File: src/rtl/write_log_fifo.sv
// Synchronous FIFO with show-ahead head output and a sticky overflow flag.
// Extra pointer MSB distinguishes full from empty.
module write_log_fifo #(
  parameter int WIDTH = 64,
  parameter int DEPTH = 8
) (
  input  logic             clk,
  input  logic             reset,
  input  logic             push,
  input  logic [WIDTH-1:0] pushData,
  input  logic             pop,
  output logic [WIDTH-1:0] headData,
  output logic             full,
  output logic             empty,
  output logic             overflow
);

  localparam int PW = $clog2(DEPTH);

  logic [WIDTH-1:0] mem [DEPTH];
  logic [PW:0]      wrPtrReg;
  logic [PW:0]      rdPtrReg;
  logic             overflowReg;
  logic             doPush;
  logic             doPop;

  assign empty = (wrPtrReg == rdPtrReg);
  assign full  = (wrPtrReg[PW] != rdPtrReg[PW]) &&
                 (wrPtrReg[PW-1:0] == rdPtrReg[PW-1:0]);

  // A full FIFO still accepts a push when the head leaves in the same cycle.
  assign doPush = push && (!full || pop);
  assign doPop  = pop && !empty;

  always_ff @(posedge clk) begin
    if (reset) begin
      wrPtrReg    <= '0;
      rdPtrReg    <= '0;
      overflowReg <= 1'b0;
    end else begin
      if (doPush) wrPtrReg <= wrPtrReg + 1'b1;
      if (doPop)  rdPtrReg <= rdPtrReg + 1'b1;
      if (push && full && !pop) overflowReg <= 1'b1;
    end
  end

  always_ff @(posedge clk) begin
    if (doPush && !reset) mem[wrPtrReg[PW-1:0]] <= pushData;
  end

  assign headData = empty ? '0 : mem[rdPtrReg[PW-1:0]];
  assign overflow = overflowReg;

endmodule

File: config.mk
export PLATFORM = sky130hd
export DESIGN_NAME = write_log_fifo
export DESIGN_NICKNAME = d
export VERILOG_FILES = /design/src/rtl/write_log_fifo.sv
export SDC_FILE = /design/constraint.sdc
export NUM_CORES = 1
export LEC_CHECK = 0
export CORE_MARGIN = 2
export CORE_UTILIZATION = 63
export CTS_BUF_LIST = sky130_fd_sc_hd__clkbuf_16
export DETAILED_ROUTE_END_ITERATION = 16
export GPL_TIMING_DRIVEN = 0
export PLACE_DENSITY = 0.81
export REMOVE_ABC_BUFFERS = 1
export SETUP_SLACK_MARGIN = 0.02
export SLEW_MARGIN = 15
export SYNTH_ARGS = -nofsm -noshare
export SYNTH_HDL_FRONTEND = slang
export SYNTH_SLANG_ARGS = --single-unit
export TNS_END_PERCENT = 1
File: constraint.sdc
create_clock -name clk -period 14.3 [get_ports clk]
set_input_delay 2.145 -clock clk [delete_from_list [all_inputs] [get_ports clk]]
set_output_delay 2.145 -clock clk [all_outputs]
set_load 0.005 [all_outputs]
After elaboration in Yosys (flattened, before gate mapping) --
Memory sizes are Yosys's and may differ from the RTL's. A register that Yosys moved wholly into a read port is not among the register bits. Cells that the tools add are included.
Cells by class: add/subtract/negate cells 2, reduce and logical (&&, ||, !) cells 11, equal/unequal tests 3, multiplexer cells 5
Operators by type and width (number):
- 2-to-1 mux 64 bit | 1
- adder 4 x 1 -> 4 bit (second input constant) | 2
- logical AND 1 bit | 6
- 2-to-1 mux 3 bit | 2
- equality test 4 bit | 1
- zero test 1 bit | 4
- equality test 3 bit | 1
- 2-to-1 mux 1 bit | 2
- logical OR 1 bit | 1
- inequality test 1 bit | 1
Storage, ports and cells: memory bits (writable) 512, bits of input ports 68, memories 1, register bits 9, word-level logic and storage cells 25, output and inout port bits 67
Memory list:
- mem | depth 8, bits a word 64, rd ports 1, clocked after memory_dff 1, wr ports 1, line 20 | logic [WIDTH-1:0] mem [DEPTH];

Depth between registers and ports, before layout --
Gate-level depths: netlist of the first run.
depth in word-level cells 8, gate-level depth with buffers 7

Least setup slack after synthesis of the first run --
OpenSTA, ideal clock, no wires.
path type input to register, from input reset, to memory mem[0][0], enable pin, path slack 6.584 ns, library setup time 0.565 ns, arrival time 7.151 ns, path buffers 1, stages on the path 4, cell sequence clkbuf_1 -> nand2b_1 -> a211o_1 -> nor3_1
On the way: longest elaborated chain between the ends 4
RTL lines:
- start: declaration | line 8 | input logic reset,
- zero test 1 bit | line 48 | if (doPush && !reset) mem[wrPtrReg[PW-1:0]] <= pushData;
- logical AND 1 bit | line 48
- 2-to-1 mux 1 bit | line 48
- 2-to-1 mux 1 bit (not written as such) | line 48
- end: declaration | line 20
No other way between the ends.

==> results of run 1 <==
==> cell usage after synthesis (2+ instances only) <==
cell type / instances / area [sq um]
a21oi_1: 5 / 25.0
a31oi_1: 2 / 12.5
buf_1: 10 / 37.5
buf_2: 21 / 105
clkbuf_1: 17 / 63.8
dfxtp_1: 12 / 240
edfxtp_1: 512 / 15400
ha_1: 2 / 25.0
inv_1: 4 / 15.0
mux2i_1: 65 / 651
mux4_2: 128 / 2880
nand2_1: 7 / 26.3
nand2b_1: 2 / 12.5
nand3b_1: 2 / 15.0
nand4_1: 4 / 25.0
nor2_1: 71 / 267
nor2b_1: 2 / 12.5
nor3_1: 2 / 10.0
nor3b_1: 3 / 22.5
o21ai_0: 4 / 20.0
o311ai_0: 4 / 35.0
or3_1: 3 / 18.8
xnor2_1: 3 / 26.3
==> stage by stage <==
stage               setup slack, ns  instance area (sq um)  power (mW)  hold WS, ns
floorplan                      5.99                  19800        2.11        0.461
CTS                            8.78                  24000        3.57        0.473
global placement               1.32                  21600        2.40        0.448
detailed placement             8.89                  22500        2.36        0.458
finish                         8.87                  24000        3.54        0.473
global route                   8.68                  24000        3.66        0.526
==> how the worst max path moves through the flow <==
stage                   start           end  slack [ns]
finish              flip-flop  headData[10]        8.87
global route        flip-flop  headData[10]        8.68
CTS                 flip-flop  headData[10]        8.78
detailed placement      reset    mem[0][37]        8.89
global placement        reset     mem[0][8]        1.32
floorplan           flip-flop   headData[0]        5.99
==> registers in the layout, indices dropped and copies added, names as in the netlist, named ones only <==
| register | count |
|---|---|
| mem | 512 |
| overflow | 1 |
| rdPtrReg | 4 |
| wrPtrReg | 4 |
==> logic make-up after synthesis <==
group	Yosys count	synth area share
xor+xnor	4	0.00175
compound gates	20	0.00668
buf+inv	54	0.0120
fa+ha+maj	2	0.00125
flops	524	0.780
mux	193	0.176
simple gates	101	0.0222
==> report_power, final <==
group / internal, mW / switching, mW
sequential: 1.72 / 0.0269
combinational: 0.319 / 0.257
clock: 0.678 / 0.532
total: 2.72 / 0.816
==> final cells by class <==
class | count | area (sq um)
Antenna cell | 3 | 7.51
Inverter | 4 | 15.0
Clock buffer | 51 | 1280
Sequential cell | 524 | 15600
Clock inverter | 38 | 221
Multi-Input combinational cell | 320 | 4230
Tap cell | 402 | 503
Fill cell | 1648 | 7360
Timing Repair Buffer | 178 | 2150
==> metal layers <==
metal	routed length, microns	share of wire	GRT usage	up-vias
met5	0	0	0	-
met1	16200	0.41	0.344	4987
met4	1010	0.025	0.0765	0
li1	-	-	-	4105
met2	19900	0.50	0.404	338
met3	2500	0.063	0.0449	71
==> worst max-delay path, cell delays in order, from the launching register on <==
cell	delay (ns)
dfxtp_4	0.72
buf_16	0.34
buf_16	0.30
mux4_2	0.56
mux2i_1	0.18
nor2_1	0.09
clkdlybuf4s50_1	0.48
==> results.yml, run 1 <==
run_status:
  status: "finished, final reports clean"
critical_path:
  endpoint_kind: "output port"
  r2r_end: "mem[0][28]"
  worstReg2RegStart: "wrPtrReg[1]"
  worstRegToRegCells: 9
  path_class: "reg2out"
  cp-start-kind: "flip-flop"
  crit_fanout: 36
  critPathRequiredTime_ns: 12.15
  ff2ff_setup_slack_ns: 10.81
  critPathArrivalTime_ns: 3.28
layout:
  drive_gt1_frac: 0.223
  layout_common_cells: "edfxtp_1 (512), clkdlybuf4s50_1 (134), mux4_2 (128)"
  mostFrequentLayoutCell: "edfxtp_1"
  postLayoutCoreUtil: 0.766
  layout.cells.non_filler: 1520
  syn2layout_area_growth_pct: 20.0
  nets: 1148
routing:
  viasPerCell: 6.25
  drtPass1Iterations: 5
  drt_iter0_markers: 1003
  ant_nets: 0
  drc: 0
  routed_wl_microns: 39600
  num_vias: 9501
  detail_route.wl_per_cell_microns: 26.0
floorplan:
  coreArea_sq_um: 31400
  chipHeight_microns: 182
  initial_core_util: 0.638
  die_w_microns: 182
  io_pins: 135
  die-area_sq_um: 33200
  fp-row-count: 65
yosys:
  ys_seq_area_frac: 0.780
  netlist-cell-type-count: 36
  yosys_register_bits: 524
  syn_area_per_cell_sq_um: 22.3
  syn_inst: 898
  synth_edf_count: 512
  ys_warn_count: 0
  syn_area_sq_um: 20000
  synthArstFlopShare: 0
  synth_ff_type: "edfxtp_1"
cts:
  worstSkewPairLatency_ns: 0.55
  cts_sinks: 524
  htree_num_levels: 2
  cts-root-buf: "clkbuf_16"
  cts_resized: 0
  cts_setup_buffers: 0
  ctsLongestPathBuffers: 3
  clkTransAtPathRegs_ns: 0.06
  postCtsHoldBufs: 0
  cts_tree: "yes"
  numCtsBuffers: 50
hold_path:
  min_to: "overflow"
  hold_depth: 2
  hold_class: "reg2reg"
  hp-start: "overflow"
sta:
  fin_setup_tns_ns: 0
  skew_ns: 0.0196
  fmax_ghz: 0.184
  grt_setup_unrepaired: "no"
  worst_pin_slew_ns: 0.911
  period_share: 0.379
  finalCriticalPeriod_ns: 5.43
  slew_headroom: 0.389
  setup_viol: 0
  hold_viol: 0
  drv_slew: 0
place:
  hpwl_microns: 23500
  port_buffers: 134
  dp.cells: 1428
  gp_congestion: 0.745
power_and_ir_drop:
  ir_drop_mv: 0.111
  pwr_density_cell_nw_per_um2: 147
  leakagePower_nw: 7.41
grt:
  grt_overflow: 0
  grt_pass1_wl_microns: 59800
  grt_max_degree: 55
  grtUsageTotal: 0.246
  antenna_found_initial: 2
  grt_pass1_vias: 10100
run:
  maxCapViolations: 0
No activity file was read; power rests on OpenSTA's default activity.
==> run 2, diff against run 1 <==
- CORE_UTILIZATION: 63 -> 59
- PLACE_DENSITY: 0.81 -> 0.77
- clock period: 14.3 -> 5.1 ns (I/O delays scaled with it)
==> run 2 against run 1 <==
Compared with the run above:
- wire length is 0.89% lower
- via count grew 0.38%
- clock power increased to 3.0 times the previous value
- clock skew decreased by 0.0048 ns
- critical path depth stayed put
- clock-buffer cell count grew 2
- register-to-register slack got worse by 9.2 ns
- cell count up 3.4%
- flip-flop and latch count unchanged
- sequential power rose to 2.8 times the previous value
- power increased to 2.9 times the previous value
- die area increased by 6.6%
==> results.yml, run 2 (synthesized netlist as in run 1, its figures left out) <==
run_status:
  status: "finished, final reports clean"
power_and_ir_drop:
  p_sw_frac: 0.228
  internal-power_mw: 7.86
  seq_power_share: 0.483
  total_power_mw: 10.2
  ir_drop_mv: 0.390
  clock_power_share: 0.360
  pwr_density_cell_nw_per_um2: 420
  leakagePower_nw: 7.47
  netSwitchingPower_mw: 2.32
  p_comb_frac: 0.157
cts:
  cts_setup_buffers: 0
  cts_resized: 0
  numCtsBuffers: 51
  ctsLongestPathBuffers: 3
  worstSkewPairLatency_ns: 0.56
  postCtsHoldBufs: 0
  clkTransAtPathRegs_ns: 0.07
  cts_tree: "yes"
  cts_sinks: 524
  htree_num_levels: 2
  cts-root-buf: "clkbuf_16"
grt:
  antenna_found_initial: 3
  use_met1: 0.337
  grt_overflow: 0
  grt_pass1_vias: 9823
  grt_use_met2: 0.354
  grt_max_degree: 51
  grt.busiest_layer: "met2"
  use_met3: 0.0417
  grtUsageTotal: 0.226
  grt_pass1_wl_microns: 59500
sta:
  setup_viol: 0
  skew_ns: 0.0148
  period_share: 0.793
  worst_pin_slew_ns: 0.859
  fmax_ghz: 0.247
  drv_slew: 0
  grt_setup_unrepaired: "no"
  hold_viol: 0
  finalCriticalPeriod_ns: 4.04
  slew_headroom: 0.424
  fin_setup_tns_ns: 0
layout:
  mostFrequentLayoutCell: "edfxtp_1"
  syn2layout_area_growth_pct: 20.9
  drive_gt1_frac: 0.230
  nets: 1148
  nFillCells: 1866
  largest_reg_flops: 512
  layout_common_cells: "edfxtp_1 (512), clkdlybuf4s50_1 (134), mux4_2 (128)"
floorplan:
  die_w_microns: 188
  coreArea_sq_um: 33400
  initial_core_util: 0.599
  die-area_sq_um: 35400
  fp-row-count: 67
  io_pins: 135
  chipHeight_microns: 188
critical_path:
  endpoint_kind: "output port"
  cp_top_family: "buffers and inverters"
  crit_fanout: 36
  critPathMostFrequentCell: "buf_16"
  path_buf_inv: 3
  critPathRequiredTime_ns: 4.34
  critPathArrivalTime_ns: 3.28
  path_class: "reg2out"
  cp-start-kind: "flip-flop"
  cp_cell_sequence: "buf_16 -> buf_16 -> mux4_2 -> mux2i_1 -> nor2_1 -> clkdlybuf4s50_1"
  cp_slowest_stage_delay_ns: 0.76
  slowest_stage: "dfxtp_4"
run:
  maxCapViolations: 0
routing:
  drtPass1Iterations: 5
  routed_wl_microns: 39200
  ant_nets: 0
  drc: 0
  detail_route.wl_per_cell_microns: 25.0
  num_vias: 9537
  viasPerCell: 6.07
  drt_iter0_markers: 861
place:
  port_buffers: 134
  hpwl_microns: 23700
  gp_congestion: 0.703
hold_path:
  hold_class: "reg2reg"
[run 2: cell count changes in the layout (fill, tap and decap cells not counted), moves of 2 or more]
cell / delta
clkinv_2: +5
bufinv_16: +3
clkinv_1: -3
buf_16: -2
clkbuf_16: +2
[run 2: metrics by stage]
step	cell area (sq um)	hold WS (ns)	worst slack, ns	std cells	utilization
after floorplan	19800	0.461	-1.83	848	-
after global placement	21700	0.450	-6.61	1430	0.649
after global routing	24200	0.491	0.832	1570	0.724
after CTS	24200	0.473	0.959	1568	0.723
final	24200	0.470	1.06	1571	0.724
after detailed placement	22500	0.457	1.09	1473	0.674
[run 2: path summary, 6_finish.rpt]
| kind | startpoint | endpoint | slack (ns) | cells after the start |
|---|---|---|---|---|
| setup / recovery | flip-flop | headData[43] | 1.06 | 6 |
| hold / removal | overflow | overflow | 0.47 | 2 |
| setup reg to reg | wrPtrReg[1] | mem[0][58] | 1.65 | 9 |
| hold reg to reg | overflow | overflow | 0.47 | 2 |
[run 2: tightest hold or removal path: stages (launching register included)]
cell	delay [ns]
dfxtp_1	0.33
a31oi_1	0.04
nor2_1	0.07
[run 2: area by class of cell]
class	instances	area, sq um	share of cell area
inverter	4	15.0	0.000620
clock inverter	42	322	0.0133
antenna	3	7.51	0.000310
timing repair buffer	177	2120	0.0874
clock buffer	53	1330	0.0548
multi-input combinational	320	4230	0.175
sequential	524	15600	0.646
tap	448	561	0.0232
[run 2: layer usage]
layer  part of all wire  up-vias
met1               0.44     5044
met2               0.48      321
met5                  0        -
met4              0.016        0
met3              0.065       50
li1                   -     4122
[run 2: power by group through the flow]
stage	Clock (mW)	Combinational, mW	Sequential [mW]
CTS	3.71	1.63	4.92
finish	3.66	1.60	4.92
floorplan	0	0.816	5.09
global placement	0	1.55	5.17
detailed placement	0	1.62	5.01
global route	3.88	1.72	4.93
==> run 3, diff against run 2 <==
- CORE_UTILIZATION: 59 -> 53
- PLACE_DENSITY: 0.77 -> 0.73
- clock period: 5.1 -> 3.5 ns (I/O delays scaled with it)
==> run 3 against run 2 <==
Compared with the run above:
- global-route usage fell by 1.4 points
- critical path depth fell by 1
- non-clock buffer count rose by 11
- wire length rose by 4.6%
- final area rose by 1.0%
- power rose by 44%
- setup slack got worse by 0.94 ns
- register-to-register slack got worse by 1.4 ns
- largest cell class unchanged
- largest power group unchanged
- highest routed layer is now met5
==> results.yml, run 3 (synthesized netlist as in run 1, its figures left out) <==
critical_path:
  crit_fanout: 42
  endpoint_kind: "output port"
  ff2ff_setup_slack_ns: 0.24
  cp_slowest_stage_delay_ns: 0.59
  cp_cell_sequence: "xnor2_2 -> and4b_4 -> buf_16 -> nor2_1 -> clkdlybuf4s50_1"
  critPathArrivalTime_ns: 2.85
  path_class: "reg2out"
  r2r_end: "mem[0][16]"
  worstRegToRegCells: 10
  worstSetupEndpoint: "headData[13]"
  slowest_stage: "dfxtp_1"
  critPathRequiredTime_ns: 2.97
  startpoint: "wrPtrReg[2]"
  cp-start-kind: "flip-flop"
  worstReg2RegStart: "wrPtrReg[2]"
sta:
  period_share: 0.965
  slew_headroom: 0.456
  worst_slack_ns: 0.122
  drv_slew: 0
  fmax_ghz: 0.296
  skew_ns: 0.0144
  grt_setup_unrepaired: "no"
  setup_viol: 0
  finalCriticalPeriod_ns: 3.38
  worst_pin_slew_ns: 0.813
  hold_viol: 0
grt:
  grt_use_met2: 0.333
  use_met1: 0.309
  use_met3: 0.0388
  antenna_found_initial: 4
  grtUsageTotal: 0.212
  grt_pass1_vias: 9797
  grt_max_degree: 53
  grt_overflow: 0
  grt_pass1_wl_microns: 60500
  grt.busiest_layer: "met2"
floorplan:
  io_pins: 135
  die-area_sq_um: 39400
  coreArea_sq_um: 37400
  fp-row-count: 71
  chipHeight_microns: 198
  die_w_microns: 198
  initial_core_util: 0.536
layout:
  mostFrequentLayoutCell: "edfxtp_1"
  layout_common_cells: "edfxtp_1 (512), clkdlybuf4s50_1 (134), mux4_2 (128)"
  syn2layout_area_growth_pct: 22.1
  design_area_sq_um: 24400
  layout.cells.non_filler: 1646
  drive_gt1_frac: 0.237
  nFillCells: 2456
  largest_reg_flops: 512
  nets: 1161
routing:
  drc: 0
  num_vias: 9569
  routed_wl_microns: 41000
  detail_route.wl_per_cell_microns: 24.9
  ant_nets: 0
  viasPerCell: 5.81
  drtPass1Iterations: 7
  drt_iter0_markers: 731
place:
  port_buffers: 134
  hpwl_microns: 24100
  gp_congestion: 0.722
  place_ws_ns: -0.355
  dp.cells: 1541
  placed_cell_area_sq_um: 22800
cts:
  cts_sinks: 524
  worstSkewPairLatency_ns: 0.57
  cts_tree: "yes"
  clkTransAtPathRegs_ns: 0.06
  ctsLongestPathBuffers: 3
  numCtsBuffers: 52
  cts-root-buf: "clkbuf_16"
  htree_num_levels: 2
  postCtsHoldBufs: 0
power_and_ir_drop:
  pwr_density_cell_nw_per_um2: 601
  leakagePower_nw: 7.55
  total_power_mw: 14.7
  ir_drop_mv: 0.383
hold_path:
  hold_class: "reg2reg"
run:
  maxCapViolations: 0
run_status:
  status: "finished, final reports clean"
## run 3: changes by cell type in the layout (fill, tap and decap cells not counted), sizes merged, moves of 2 or more
cell      change
buf          +10
bufinv        -3
clkinv        +3
inv           +3
clkinvlp      -2
## run 3: cell type report
class | instances | area (sq um) | area share
Sequential cell | 524 | 15600 | 0.639
Tap cell | 511 | 639 | 0.0262
Inverter | 4 | 15.0 | 0.000614
Multi-Input combinational cell | 321 | 4280 | 0.175
Timing Repair Buffer | 188 | 2320 | 0.0947
Clock buffer | 53 | 1330 | 0.0543
Antenna cell | 2 | 5.00 | 0.000205
Clock inverter | 43 | 239 | 0.00978
## run 3: report_power, final
group          internal, mW  total, mW  switching, mW
Clock                  2.88       5.10           2.22
Combinational          1.35       2.48           1.13
Sequential             7.04       7.12         0.0730
Total                  11.3       14.7           3.42
## run 3: per-stage QoR
step / utilization / setup TNS, ns / hold WS (ns)
after CTS: 0.651 / 0 / 0.481
final: 0.654 / 0 / 0.474
after global routing: 0.654 / 0 / 0.534
after floorplan: - / -802.60 / 0.461
after detailed placement: 0.608 / -7.37 / 0.466
after global placement: 0.582 / -3121.09 / 0.469
## run 3: worst max-delay path, delay by kind of cell, from the launching register on
kind	cells	cell delay (ns)
xor gates and xnor gates	1	0.22
buffers and inverters	2	0.78
DFF	1	0.59
and+or+nand+nor	2	0.67
## run 3: how the worst min path moves through the flow
stage / to / from / cells past startpoint
floorplan: overflow / overflow / 2
global placement: overflow / overflow / 2
detailed placement: overflow / overflow / 2
CTS: overflow / overflow / 2
global route: overflow / overflow / 2
finish: overflow / overflow / 2
## run 3: routing by layer
| metal | part of all wire | wire length (microns) | vias up |
|---|---|---|---|
| met5 | 0.00061 | 25 | - |
| li1 | - | - | 4140 |
| met4 | 0.018 | 726 | 4 |
| met1 | 0.44 | 17900 | 5069 |
| met3 | 0.061 | 2520 | 57 |
| met2 | 0.48 | 19900 | 299 |
## run 3: repair_timing
item,4_1_cts,5_1_grt
pin swaps,0,2
gates resized for setup,0,6
buffers inserted,3,2
setup endpoints to repair,49,51
cloned,0,2
endpoints found under the hold margin,0,0
